## config.mk

```make
export PLATFORM = sky130hd
export DESIGN_NAME = vga_ctrl_regs
export DESIGN_NICKNAME = d
export VERILOG_FILES = /design/src/rtl/vga_ctrl_regs.sv
export SDC_FILE = /design/constraint.sdc
export NUM_CORES = 1
export LEC_CHECK = 0
export CAP_MARGIN = 20
export CORE_MARGIN = 2
export CORE_UTILIZATION = 39
export DETAILED_ROUTE_END_ITERATION = 8
export GPL_ROUTABILITY_DRIVEN = 0
export PLACE_DENSITY = 0.65
export SLEW_MARGIN = 10
export SYNTH_ARGS = -nofsm -noshare
export SYNTH_HDL_FRONTEND = slang
export SYNTH_SLANG_ARGS = --single-unit
```

## constraint.sdc

```tcl
create_clock -name clk_i -period 12.45 [get_ports clk_i]
set_clock_uncertainty 0.05 [all_clocks]
set_input_delay 2.49 -clock clk_i [delete_from_list [all_inputs] [get_ports clk_i]]
set_output_delay 2.49 -clock clk_i [all_outputs]
set_load 0.01 [all_outputs]
```

## src/rtl/vga_ctrl_regs.sv

```systemverilog
`default_nettype none
// ============================================================================
// Module   : vga_ctrl_regs
// Brief    : Wishbone register file for the VGA subsystem. Optional shadow
//            registers commit at vsync start. Raises a vblank interrupt.
// Revision : 1.0 - initial release
// ============================================================================
module vga_ctrl_regs #(
    parameter int                  NREGS       = 8,
    parameter int                  AW          = 12,
    parameter logic [NREGS*32-1:0] RESET_VALS  = '0,
    parameter logic [NREGS-1:0]    SHADOW_MASK = '0,
    parameter bit                  VS_POL      = 1'b0
) (
    input  logic                  clk_i,
    input  logic                  rst_i,
    input  logic                  wb_cyc_i,
    input  logic                  wb_stb_i,
    input  logic                  wb_we_i,
    input  logic [3:0]            wb_sel_i,
    input  logic [AW-1:0]         wb_adr_i,
    input  logic [31:0]           wb_dat_i,
    output logic [31:0]           wb_dat_o,
    output logic                  wb_ack_o,
    output logic                  wb_stall_o,
    input  logic                  vs_async,
    output logic [NREGS*32-1:0]   regs_o,
    output logic                  irq_o
);
    localparam int                 c_idx_w      = AW - 2;
    localparam int                 c_sel_w      = (NREGS > 1) ? $clog2(NREGS) : 1;
    localparam logic [c_idx_w-1:0] c_idx_status = c_idx_w'(NREGS);
    localparam logic [c_idx_w-1:0] c_idx_irqen  = c_idx_w'(NREGS + 1);
    localparam logic               c_vs_idle    = ~VS_POL;

    typedef enum logic [0:0] {
        ST_IDLE = 1'b0,
        ST_ACK  = 1'b1
    } state_t;

    state_t              r_state;
    state_t              w_state_nxt;
    logic                w_accept;

    logic [c_idx_w-1:0]  w_idx;
    logic [c_sel_w-1:0]  w_ridx;
    logic                w_is_cfg;
    logic                w_wr_cfg;
    logic                w_w1c;
    logic                w_wr_irqen;
    logic                w_unused;

    logic                r_vs_s1;
    logic                r_vs_s2;
    logic                r_vs_s3;
    logic                w_vs_act;
    logic                w_vstart;

    logic [31:0]         r_pend [NREGS];
    logic [31:0]         r_act  [NREGS];
    logic [NREGS-1:0]    r_dirty;
    logic                r_vblank;
    logic [15:0]         r_frame;
    logic                r_irq_en;
    logic                r_irq;
    logic [31:0]         r_dat;
    logic [31:0]         w_status;
    logic [31:0]         w_rdata;

    // ---------------- bus handshake FSM ----------------
    always_ff @(posedge clk_i or posedge rst_i) begin
        if (rst_i) r_state <= ST_IDLE;
        else       r_state <= w_state_nxt;
    end

    always_comb begin
        w_state_nxt = r_state;
        w_accept    = 1'b0;
        wb_stall_o  = 1'b0;
        wb_ack_o    = 1'b0;
        case (r_state)
            ST_IDLE: begin
                if (wb_cyc_i && wb_stb_i) begin
                    w_accept    = 1'b1;
                    w_state_nxt = ST_ACK;
                end
            end
            ST_ACK: begin
                wb_stall_o  = 1'b1;
                wb_ack_o    = wb_cyc_i;   // master may abandon the cycle
                w_state_nxt = ST_IDLE;
            end
            default: w_state_nxt = ST_IDLE;
        endcase
    end

    // ---------------- address decode ----------------
    assign w_idx      = wb_adr_i[AW-1:2];
    assign w_ridx     = w_idx[c_sel_w-1:0];
    assign w_is_cfg   = (w_idx < c_idx_w'(NREGS));
    assign w_wr_cfg   = w_accept && wb_we_i && w_is_cfg;
    assign w_w1c      = w_accept && wb_we_i && (w_idx == c_idx_status)
                        && wb_sel_i[0] && wb_dat_i[0];
    assign w_wr_irqen = w_accept && wb_we_i && (w_idx == c_idx_irqen) && wb_sel_i[0];
    assign w_unused   = ^wb_adr_i[1:0];

    // ---------------- vsync synchroniser and edge detect ----------------
    always_ff @(posedge clk_i or posedge rst_i) begin
        if (rst_i) begin
            r_vs_s1 <= c_vs_idle;
            r_vs_s2 <= c_vs_idle;
            r_vs_s3 <= c_vs_idle;
        end else begin
            r_vs_s1 <= vs_async;
            r_vs_s2 <= r_vs_s1;
            r_vs_s3 <= r_vs_s2;
        end
    end

    assign w_vs_act = (r_vs_s2 == VS_POL);
    assign w_vstart = w_vs_act && (r_vs_s3 != VS_POL);

    // ---------------- configuration registers ----------------
    always_ff @(posedge clk_i or posedge rst_i) begin
        if (rst_i) begin
            for (int k = 0; k < NREGS; k++) r_pend[k] <= RESET_VALS[32*k +: 32];
        end else if (w_wr_cfg) begin
            for (int b = 0; b < 4; b++) begin
                if (wb_sel_i[b]) r_pend[w_ridx][8*b +: 8] <= wb_dat_i[8*b +: 8];
            end
        end
    end

    // Commit samples pending before any same-edge write lands
    always_ff @(posedge clk_i or posedge rst_i) begin
        if (rst_i) begin
            for (int k = 0; k < NREGS; k++) r_act[k] <= RESET_VALS[32*k +: 32];
        end else if (w_vstart) begin
            for (int k = 0; k < NREGS; k++) begin
                if (SHADOW_MASK[k] && r_dirty[k]) r_act[k] <= r_pend[k];
            end
        end
    end

    always_ff @(posedge clk_i or posedge rst_i) begin
        if (rst_i) begin
            r_dirty <= '0;
        end else begin
            if (w_vstart) r_dirty <= '0;
            if (w_wr_cfg && SHADOW_MASK[w_ridx]) r_dirty[w_ridx] <= 1'b1;
        end
    end

    generate
        for (genvar k = 0; k < NREGS; k++) begin : g_regs_o
            assign regs_o[32*k +: 32] = SHADOW_MASK[k] ? r_act[k] : r_pend[k];
        end
    endgenerate

    // ---------------- status, interrupt ----------------
    always_ff @(posedge clk_i or posedge rst_i) begin
        if (rst_i) begin
            r_vblank <= 1'b0;
            r_frame  <= 16'd0;
            r_irq_en <= 1'b0;
            r_irq    <= 1'b0;
        end else begin
            if (w_vstart) begin
                r_vblank <= 1'b1;
                r_frame  <= r_frame + 16'd1;
            end else if (w_w1c) begin
                r_vblank <= 1'b0;
            end
            if (w_wr_irqen) r_irq_en <= wb_dat_i[0];
            r_irq <= r_vblank & r_irq_en;
        end
    end

    assign w_status = {r_frame, 13'd0, w_vs_act, |r_dirty, r_vblank};

    // ---------------- read path ----------------
    always_comb begin
        w_rdata = '0;
        if (w_is_cfg)                   w_rdata = r_pend[w_ridx];
        else if (w_idx == c_idx_status) w_rdata = w_status;
        else if (w_idx == c_idx_irqen)  w_rdata = {31'd0, r_irq_en};
    end

    always_ff @(posedge clk_i or posedge rst_i) begin
        if (rst_i)         r_dat <= '0;
        else if (w_accept) r_dat <= w_rdata;
    end

    assign wb_dat_o = r_dat;
    assign irq_o    = r_irq;

endmodule
`default_nettype wire

```

---- Word-level counts from Yosys, hierarchy flattened ----
Memory sizes are Yosys's and may differ from the RTL's.
Index checks and enable logic that the tools add are counted.
storage, ports and cells
  word-level logic and storage cells ...... 83
  output and inout bits ................... 291
  bits in registers ....................... 319
  memories ................................ 1
  bits in read-only memories .............. 8
  bits of input ports ..................... 54
operators by class
  reduce and logical (&&, ||, !) cells .... 14
  add/subtract/negate cells ............... 1
  bitwise gates (word level) .............. 5
  equality and inequality tests ........... 2
  muxes and demuxes ....................... 37
  magnitude comparators ................... 5
memories
  memory            depth  width  rd ports  clocked after memory_dff  wr ports  line  text
  (name not given)  8      1      1         0                         0         150   if (w_wr_cfg && SHADOW_MASK[w_ridx]) r_dirty[w_ridx] <= 1'b1;
operators by type and width
  kind                     count
  $mux W256                7
  $bwmux W256              4
  $demux W32 S3            4
  $mux W32                 5
  $bmux W32 S3             1
  $mux W24                 1
  $mux W8                  3
  $eq A10 B4 Y1 const B    2
  $add A16 B1 Y16 const B  1
  $mux W16                 1
  $logic_and A1 B1 Y1      12
  $lt A10 B4 Y1 const B    1
  $mux W1                  9
  $or A8 B8 Y8             1
  $reduce_or A8 Y1         1
  $ge A4 B4 Y1 const B     1
  $lt A3 B4 Y1 const B     1
  $lt A4 B1 Y1 const B     1
  $not A3 Y4               1
  $demux W1 S3             1
  $ge A3 B1 Y1 const B     1
  $not A1 Y1               2
  $pmux W1 S2              1
  $reduce_bool A2 Y1       1
  $and A1 B1 Y1            1

---- Logic depth before layout (Yosys ltp) ----
Gate-level depths: netlist of the first run.
  depth in word-level cells ............... 16
  gate-level depth with buffers ........... 7
  depth with buffers taken out ............ 5

---- Least setup slack after synthesis of the first run ----
Ideal clock, no wire load.
  kind .................................... input-to-output
  start point ............................. input port wb_cyc_i
  end point ............................... output port wb_ack_o
  stages .................................. 1
  path slack .............................. 7.274 ns
  arrival ................................. 2.636 ns
  cells stage by stage .................... and2_1
between the ends
  word-level cells in the longest chain between the ends .. 1
RTL lines
  item         line  text
  from (decl)  17    input logic wb_cyc_i,
  $mux W1      81    case (r_state)
  to (decl)    24    output logic wb_ack_o,
Every way passes these cells.

---- Worst setup path in the final report of the first run ----
Ends and elaborated chain as after synthesis.

==> results of run 1 <==
## routing by layer
layer / vias to the layer above / GRT usage (%) / part of all wire (%)
li1: 4477 / - / -
met1: 5395 / 36.4 / 45
met2: 337 / 40.1 / 46
met3: 68 / 6.00 / 6.6
met4: 0 / 6.38 / 2.3
met5: - / 0 / 0
## state kept, by name (all words and copies together) (netlist names)
register,cells
r_vs_s3,1
r_vblank,1
r_frame,16
irq_o,1
r_vs_s2,1
regs_o,256
r_irq_en,1
r_vs_s1,1
r_state,1
wb_dat_o,32
## final cells by class
type	count	share of cell area (%)
Clock buffer	54	5.68
Inverter	10	0.235
Multi-Input combinational cell	639	31.6
Clock inverter	9	0.625
Tap cell	461	3.00
Sequential cell	311	40.5
Timing Repair Buffer	356	18.4
## logic make-up (layout without fill, tap and decap cells)
group                    count (synthesis)  after routing  share of synthesized area [%]
AO/OA/AOI/OAI                          127            127                           6.49
XOR/XNOR                                15             15                          0.930
buffers and inverters                   65            429                           2.10
adder cells (fa/ha/maj)                  1              1                         0.0885
AND/OR/NAND/NOR                        164            164                           6.91
multiplexers                           332            332                           28.4
flip-flops                             311            311                           55.1
## cells in the final DEF (no fill, tap or decap), types with 16 or more instances in the layout
| master | n |
|---|---|
| clkdlybuf4s50_1 | 339 |
| dfrtp_1 | 308 |
| mux2_2 | 244 |
| mux2i_1 | 42 |
| clkbuf_16 | 37 |
| o21ai_0 | 34 |
| mux2_4 | 24 |
| nand2_1 | 24 |
| nor2_1 | 24 |
| mux4_2 | 21 |
| nand3b_1 | 16 |
| a32oi_1 | 16 |
| buf_4 | 16 |
## cells in the mapped netlist, drive strengths merged (6+ instances only)
cell     instances
mux2i           42
mux4            21
mux2           269
a221oi          15
nor3             8
nand4           12
clkbuf          31
buf             24
o22a             6
xnor2           10
a21oi           14
nand3           12
a32oi           16
o21ai           34
o22ai            6
inv             10
nor2            39
nor2b            7
nand3b          16
a32o             8
nand2b           8
nor4             7
nand2           24
dfrtp          308
a2bb2oi          8
## where the power goes
| part | internal [mW] | leakage [nW] | switching [mW] | total, mW |
|---|---|---|---|---|
| Clock | 0.664 | 0.602 | 0.410 | 1.07 |
| Sequential | 1.02 | 4.32 | 0.0143 | 1.04 |
| Combinational | 0.0447 | 3.77 | 0.0871 | 0.132 |
## through the flow
step	cells	hold slack (ps)	power [mW]	setup slack, ps	instance area (um^2)
6_report	1840	306	2.24	6310	19200
5_1_grt	1840	309	2.32	6270	19200
4_1_cts	1840	307	2.26	6310	19200
3_5_place_dp	1777	299	1.19	6310	18000
3_3_place_gp	1776	298	1.19	6310	18000
2_1_floorplan	1015	295	1.12	1310	14100
## worst paths after layout
path	to	slack [ps]
max	wb_ack_o	6310
min	r_vs_s2$_DFF_PP1_	310
max reg2reg	regs_o[35]$_DFFE_PP0P_	9480
min reg2reg	r_vs_s2$_DFF_PP1_	310
max in group asynchronous	regs_o[3]$_DFFE_PP0P_	7660
min in group asynchronous	regs_o[152]$_DFFE_PP0P_	2490
==> summary.md, run 1 <==
| Metric | Value |
|---|---|
| Clock buffer count from CTS | `35` |
| TNS Setup | `0 ps` |
| Worst Path Buf+Inv | `2` |
| Root Buffer | `clkbuf_16` |
| Synth area leader | `dfrtp_1` |
| Routed vias/inst | `5.59` |
| Filler instances | `3059` |
| CTS max path bufs | `3` |
| First-pass GRT wire length | `around 72000 um` |
| Clock Latency Late Sink | `510 ps` |
| Post-synth top area share | `54.5%` |
| CTS Hold Bufs | `0` |
| Grt total ovfl | `0` |
| Hold/Removal Path Class | `register to register` |
| Nets | `1408` |
| Synth Register Bits | `311` |
| CP max-delay cell | `clkdlybuf4s50_1` |
| Layout cells sized above 1 | `29.0%` |
| WL final | `48800 um` |
| Hold depth | `0` |
| Post-CTS sizing | `0` |
| Slew headroom | `between 20% and 30%` |
| IO Port Bufs | `342` |
| Async set or reset register ratio after synthesis | `100%` |
| Seq. cell area | `7790 um^2` |
| DRC | `19` |
| Register clock-pin slew on the reported worst setup and hold paths | `approximately 50 ps` |
| Synth-to-Final Area Change | `35.9%` |
| Final ANT Viol Nets | `0` |
| Worst path depth | `3` |
| First-pass iteration count of the detailed router | `9` |
| RR Startpoint | `r_state$_DFF_PP0_` |
| Mapped Cells | `1015` |
| Mapped cell area | `14100 um^2` |
| Total global-route track usage | `25.7%` |
| Register area share after synthesis | `55.1%` |
| CP delay by family, top | `buffers and inverters` |
| Peak VDD IR | `0.0711 mV` |
| Vias in the first global route | `10700` |
| DP HPWL | `roughly 34000 um` |
| Footprint of the multi-input gates | `6060 um^2` |
| Critical path endpoint category | `output port` |
| Crit path launch | `wb_cyc_i` |
| Critical path required time | `9910 ps` |
| Max-cap violations | `0` |
| Count of different cell masters after synthesis | `53` |
| Clock Sink Count | `between 300 and 400` |
| RSZ-0062 raised after global routing | `no` |
| Chip width | `194 um` |
| Status | `complete, but fails checks` |
| Rows | `69` |
| Cells along the critical path | `clkdlybuf4s50_1, and2_1, clkdlybuf4s50_1` |
| Max stage delay on crit path | `520 ps` |
| H-tree depth | `2` |
| Failing checks | `design-rule violations` |
| Number of synthesized flops with an enable pin | `0` |
| Most common cell type on the critical path | `clkdlybuf4s50_1` |
| Final setup violation count | `0` |
| Fin crit period | `6140 ps` |
| PD cells | `117 nW/um^2` |
| Largest fanout on the critical path | `2` |
| Antenna fix cells | `0` |
| Largest net degree at the start of global routing | `108` |
| Post-Syn Nets | `1070` |
| R2r worst-path depth | `6` |
| CTS tree | `done` |
| Slew Viols, Final | `0` |
| Synth top area cells | `dfrtp_1 (55%), mux2_2 (19%), mux4_2 (3.3%), mux2i_1 (3.0%), mux2_4 (2.5%)` |
| Synth warnings | `0` |
| Worst Min Path Start | `r_vs_s1$_DFF_PP1_` |
| Final worst-path cycle share | `49.3%` |
| Die area | `37800 um^2` |
| Slew @ Worst Pin | `1140 ps` |
| Core area | `about 36000 um^2` |
| Initial core utilization | `roughly 40%` |
| Startpoint Class | `input pin` |
| Crit Path Class | `input pin to output port` |
| Leak pwr | `8.69 nW` |
| Setup Buffers After CTS | `0` |
| Initial DRC Count | `675` |
| Hold Violations, Final | `0` |
| Arr. time, crit path | `3600 ps` |
| Die H | `194 um` |
| Highest clock rate | `163 MHz` |
| Prevailing post-synth register cell | `dfrtp_1` |
| I/O pin count | `345` |
| Layout Utilization | `53.9%` |
| Avg Inst Size Synth | `13.9 um^2` |
| Initial antenna violation count | `1` |
| Via count | `10300` |
| Drt wl/cell | `26.5 um` |
(Power assumes the default switching activity.)
==> inputs of run 2 (changes only) <==
Settings changed: PLACE_DENSITY 0.65 to 0.68.
Clock period 12.45 ns to 5.52 ns, I/O delays scaled along.
==> run 2 against run 1 <==
Global-route usage grew 0.23 points. Worst setup slack worse by 4300 ps. Via count grew 1.2%. Non-clock buffer count grew 6. Routed wire length grew 0.95%. Combinational power grew 130%. Cell count up 0.27%. The flow still finishes with violations (design-rule violations). Core utilization barely moved. Count of clock-buffer cells in the layout increased by 3. Critical path depth up 2.
==> summary.md, run 2 (synthesized netlist as in run 1, its figures left out) <==
| Metric | Value |
|---|---|
| Status | `complete, but fails checks` |
| Failing checks | `design-rule violations` |
| Crit Path Class | `input pin to register` |
| CTS max path bufs | `3` |
| Worst Min Path Start | `r_vs_s1$_DFF_PP1_` |
| Flop2flop setup slack | `2690 ps` |
| Post-CTS sizing | `0` |
| Die area | `approximately 38000 um^2` |
| Via count | `around 10000` |
| Most common cell after layout, fill and taps aside | `clkdlybuf4s50_1` |
| First-pass iteration count of the detailed router | `7` |
| WL final | `~50000 um` |
| I/O pin count | `345` |
| RSZ-0062 raised after global routing | `no` |
| IO Port Bufs | `342` |
| Final worst-path cycle share | `63.4%` |
| Initial antenna violation count | `2` |
| Peak VDD IR | `0.188 mV` |
| Most common cell type on the critical path | `or4_4` |
| Worst Path Buf+Inv | `1` |
| Filler instances | `3020` |
| CTS Hold Bufs | `0` |
| Drt wl/cell | `between 20 and 30 um` |
| R2R Path End | `regs_o[33]$_DFFE_PP0P_` |
| DP HPWL | `34200 um` |
| Final setup violation count | `0` |
| CP delay by family, top | `simple AND/OR/NAND/NOR gates` |
| Fin crit period | `3500 ps` |
| Hold Violations, Final | `0` |
| Slew Viols, Final | `0` |
| Hold depth | `0` |
| Clock Sink Count | `roughly 310` |
| Slew headroom | `38.2%` |
| Synth-to-Final Area Change | `36.0%` |
| Critical path required time | `5850 ps` |
| Chip width | `194 um` |
| Max stage delay on crit path | `670 ps` |
| R2r worst-path depth | `5` |
| Initial DRC Count | `approximately 630` |
| Core area | `about 36000 um^2` |
| RR Startpoint | `r_state$_DFF_PP0_` |
| Arr. time, crit path | `3830 ps` |
| Cells along the critical path | `clkdlybuf4s50_1, or4_4, or4_4, or3_1, mux2_4` |
| Hold/Removal Path Class | `register to register` |
| Clock Latency Late Sink | `slightly above 500 ps` |
| Nets | `1415` |
| Startpoint Class | `input pin` |
| H-tree depth | `2` |
| Max-cap violations | `0` |
| Routed vias/inst | `5.64` |
| Grt total ovfl | `0` |
| Layout cells sized above 1 | `28.9%` |
| Final ANT Viol Nets | `0` |
| DRC | `38` |
| Critical path endpoint category | `register` |
| Footprint of the multi-input gates | `6060 um^2` |
| Die H | `194 um` |
| Leak pwr | `around 8.7 nW` |
| Root Buffer | `clkbuf_16` |
| Largest fanout on the critical path | `8` |
| Vias in the first global route | `roughly 11000` |
| Largest register FFs | `256` |
| Pwr Total | `4.91 mW` |
| PD cells | `256 nW/um^2` |
| Setup Buffers After CTS | `0` |
| CP max-delay cell | `or3_1` |
| Rows | `69` |
| Worst Hold End | `r_vs_s2$_DFF_PP1_` |
| Commonest non-fill, non-tap cells in the layout | `clkdlybuf4s50_1 (339), dfrtp_1 (308), mux2_2 (244), mux2i_1 (42), clkbuf_16 (37)` |
| Total global-route track usage | `between 20% and 30%` |
| Initial core utilization | `39.6%` |
| Seq. cell area | `around 7800 um^2` |
| Register clock-pin slew on the reported worst setup and hold paths | `60 ps` |
| First-pass GRT wire length | `roughly 73000 um` |
| Slew @ Worst Pin | `924 ps` |
| CTS tree | `done` |
| Largest net degree at the start of global routing | `85` |
| TNS Setup | `0 ps` |
| Clock buffer count from CTS | `36` |
| Highest clock rate | `286 MHz` |
run 2: worst max-delay path by stage:
| stage | start | end | slack, ps | cells past startpoint |
|---|---|---|---|---|
| CTS | wb_cyc_i | regs_o[164]$_DFFE_PP0P_ | 2070 | 6 |
| floorplan | rst_i | irq_o$_DFF_PP0_ | 230 | 1 |
| finish | wb_adr_i[11] | regs_o[143]$_DFFE_PP0P_ | 2020 | 5 |
| detailed placement | wb_cyc_i | regs_o[164]$_DFFE_PP0P_ | 1550 | 6 |
| global route | wb_cyc_i | regs_o[129]$_DFFE_PP0P_ | 1910 | 6 |
| global placement | wb_adr_i[11] | regs_o[144]$_DFFE_PP0P_ | 1560 | 5 |
run 2: through the flow:
step / utilization (%) / std cells / area, um^2 / setup WS (ps) / hold slack (ps)
global route: 53.9 / 1844 / 19200 / 1910 / 311
floorplan: - / 1015 / 14100 / 228 / 295
CTS: 53.8 / 1842 / 19200 / 2070 / 316
finish: 53.9 / 1845 / 19200 / 2020 / 318
global placement: 50.7 / 1781 / 18100 / 1560 / 317
detailed placement: 50.7 / 1781 / 18100 / 1550 / 307
run 2: cell type report:
class | instances | share of cell area, %
Multi-Input combinational cell | 639 | 31.5
Tap cell | 461 | 3.00
Timing Repair Buffer | 362 | 18.9
Clock buffer | 57 | 5.68
Antenna cell | 1 | 0.0130
Clock inverter | 4 | 0.137
Inverter | 10 | 0.215
Sequential cell | 311 | 40.5
run 2: worst register-to-register path: stages, from the launching register on:
cell and delay, ps:
dfrtp_1 380, nand3b_1 350, inv_1 200, and3_1 460, nand4_1 730, mux2_2 530
run 2: where the power goes:
part | leakage [nW] | internal, mW | total, mW | switching (mW)
sequential | 4.32 | 2.31 | 2.34 | 0.0322
clock | 0.546 | 1.35 | 2.27 | 0.920
combinational | 3.81 | 0.108 | 0.305 | 0.197
run 2: metal layers:
layer | GRT usage (%) | up-vias | routed length (um)
met5 | 0 | - | 0
met4 | 6.61 | 0 | 1080
met3 | 6.44 | 64 | 3560
met2 | 40.9 | 393 | 22900
met1 | 36.1 | 5447 | 21700
li1 | - | 4497 | -
==> inputs of run 3 (changes only) <==
Clock period 5.52 ns to 3.2 ns, I/O delays scaled along.
==> run 3 against run 2 <==
Flip-flop and latch count unchanged. The flow still finishes with violations (design-rule violations). Die area did not move. Global-route usage rose by 0.31 points. Cell count grew 4.8%. Count of clock-buffer cells in the layout decreased by 3. Cell area is 4.5% higher. Via count grew 4.0%. Power up 73%. Combinational power increased by 82%. Core utilization up 2.4 points. Worst hold slack worse by 4.2 ps.
==> summary.md, run 3 (synthesized netlist as in run 1, its figures left out) <==
| Metric | Value |
|---|---|
| R2R Path End | `regs_o[213]$_DFFE_PP0P_` |
| Slew @ Worst Pin | `793 ps` |
| Critical path required time | `3540 ps` |
| Setup Buffers After CTS | `0` |
| IO Port Bufs | `342` |
| Final ANT Viol Nets | `0` |
| Clock power frac | `45.8%` |
| Hold depth | `0` |
| First-pass iteration count of the detailed router | `9` |
| Core area | `35700 um^2` |
| Failing checks | `design-rule violations` |
| Critical path endpoint category | `register` |
| Worst Min Path Start | `r_vs_s1$_DFF_PP1_` |
| Nets | `1505` |
| Arr. time, crit path | `3070 ps` |
| Crit path launch | `wb_adr_i[11]` |
| TNS Setup | `0 ps` |
| CP delay by family, top | `simple AND/OR/NAND/NOR gates` |
| CTS tree | `done` |
| Register clock-pin slew on the reported worst setup and hold paths | `60 ps` |
| First-pass GRT wire length | `~75000 um` |
| Final setup violation count | `0` |
| RSZ-0062 raised after global routing | `no` |
| Final worst-path cycle share | `85.2%` |
| CTS Hold Bufs | `0` |
| Routed vias/inst | `~5.6` |
| CP max-delay cell | `or4_4` |
| Hold/Removal Path Class | `register to register` |
| Largest net degree at the start of global routing | `69` |
| Worst Hold End | `r_vs_s2$_DFF_PP1_` |
| Rows | `69` |
| Grt total ovfl | `0` |
| Drt wl/cell | `roughly 26 um` |
| PD cells | `422 nW/um^2` |
| Largest fanout on the critical path | `8` |
| R2r worst-path depth | `6` |
| Startpoint Class | `input pin` |
| Commonest non-fill, non-tap cells in the layout | `clkdlybuf4s50_1 (339), dfrtp_1 (308), mux2_2 (244), buf_4 (93), mux2i_1 (42)` |
| Final worst slack | `472 ps` |
| Cells along the critical path | `clkdlybuf4s50_1, or4_4, or4_4, buf_4, nor3_4, buf_12, mux2_2` |
| Layout cells sized above 1 | `33.5%` |
| Switching power | `1.97 mW` |
| Largest register FFs | `about 260` |
| WL final | `49800 um` |
| Slew headroom | `46.7%` |
| Status | `complete, but fails checks` |
| Place WS | `-33.7 ps` |
| Post-CTS sizing | `0` |
| Worst Path Buf+Inv | `3` |
| Antenna fix cells | `0` |
| Combinational share of power | `between 6 and 7%` |
| Root Buffer | `clkbuf_16` |
| Flop2flop setup slack | `790 ps` |
| Filler instances | `about 3000` |
| DP HPWL | `36300 um` |
| Most common cell type on the critical path | `or4_4` |
| Max stage delay on crit path | `590 ps` |
| Peak VDD IR | `0.286 mV` |
| Crit Path Class | `input pin to register` |
| Hold Violations, Final | `0` |
| Via count | `10800` |
| Fin crit period | `2730 ps` |
| Die H | `194 um` |
| Vias in the first global route | `11300` |
| Chip width | `194 um` |
| Clock Latency Late Sink | `approximately 510 ps` |
| DRC | `19` |
| Synth-to-Final Area Change | `42.1%` |
| Clock buffer count from CTS | `35` |
| Die area | `37800 um^2` |
| Highest clock rate | `367 MHz` |
| Initial antenna violation count | `0` |
| H-tree depth | `2` |
| Leak pwr | `9.17 nW` |
| Clock Sink Count | `slightly above 300` |
| Initial DRC Count | `694` |
| I/O pin count | `345` |
| Total global-route track usage | `26.3%` |
| Pwr Total | `8.48 mW` |
| RR Startpoint | `r_state$_DFF_PP0_` |
| CTS max path bufs | `3` |
| Max-cap violations | `0` |
| Slew Viols, Final | `0` |
| Switch share | `23.3%` |
| Initial core utilization | `39.6%` |
| Seq pwr share | `roughly 48%` |
| Internal power | `6.51 mW` |
| Most common cell after layout, fill and taps aside | `clkdlybuf4s50_1` |
run 3: worst max-delay path by stage:
stage | end | slack, ps | cells after the start
after floorplan | irq_o$_DFF_PP0_ | -1630 | 1
after global placement | regs_o[208]$_DFFE_PP0P_ | -20 | 7
after detailed placement | regs_o[214]$_DFFE_PP0P_ | -30 | 7
after CTS | regs_o[214]$_DFFE_PP0P_ | 500 | 7
after global routing | regs_o[210]$_DFFE_PP0P_ | 460 | 7
final | regs_o[213]$_DFFE_PP0P_ | 470 | 7
run 3: layout make-up:
type / instances / area, um^2 / share of cell area, %
sequential: 311 / 7790 / 38.8
multi-input combinational: 639 / 6060 / 30.2
timing repair buffer: 453 / 4500 / 22.4
clock buffer: 54 / 1080 / 5.38
tap: 461 / 577 / 2.87
inverter: 10 / 41.3 / 0.206
clock inverter: 6 / 35.0 / 0.174
run 3: stage by stage:
step	hold slack, ps	utilization [%]	cell area [um^2]	instances
floorplan	295	-	14100	1015
global placement	298	53.2	19000	1874
detailed placement	307	53.2	19000	1874
CTS	320	56.3	20100	1934
global route	317	56.3	20100	1934
finish	313	56.3	20100	1934
run 3: worst register-to-register path, stage by stage (launching register included):
cell and delay, ps:
dfrtp_1 380, nand3b_1 330, or4_4 650, buf_4 200, nor3_4 200, buf_12 170, mux2_2 330
run 3: per-layer routing:
metal | vias up | global-route usage (%) | wire length, um
li1 | 4686 | - | -
met5 | - | 0 | 0
met4 | 0 | 5.93 | 1030
met1 | 5711 | 37.1 | 22500
met2 | 361 | 41.9 | 23200
met3 | 63 | 5.36 | 3000
run 3: power groups by stage:
stage / Sequential (mW) / Clock [mW] / Combinational, mW
final: 4.04 / 3.88 / 0.555
after global routing: 4.04 / 4.10 / 0.603
after CTS: 4.04 / 3.95 / 0.562
after detailed placement: 4.11 / 0 / 0.560
after global placement: 4.10 / 0 / 0.553
after floorplan: 4.10 / 0 / 0.266
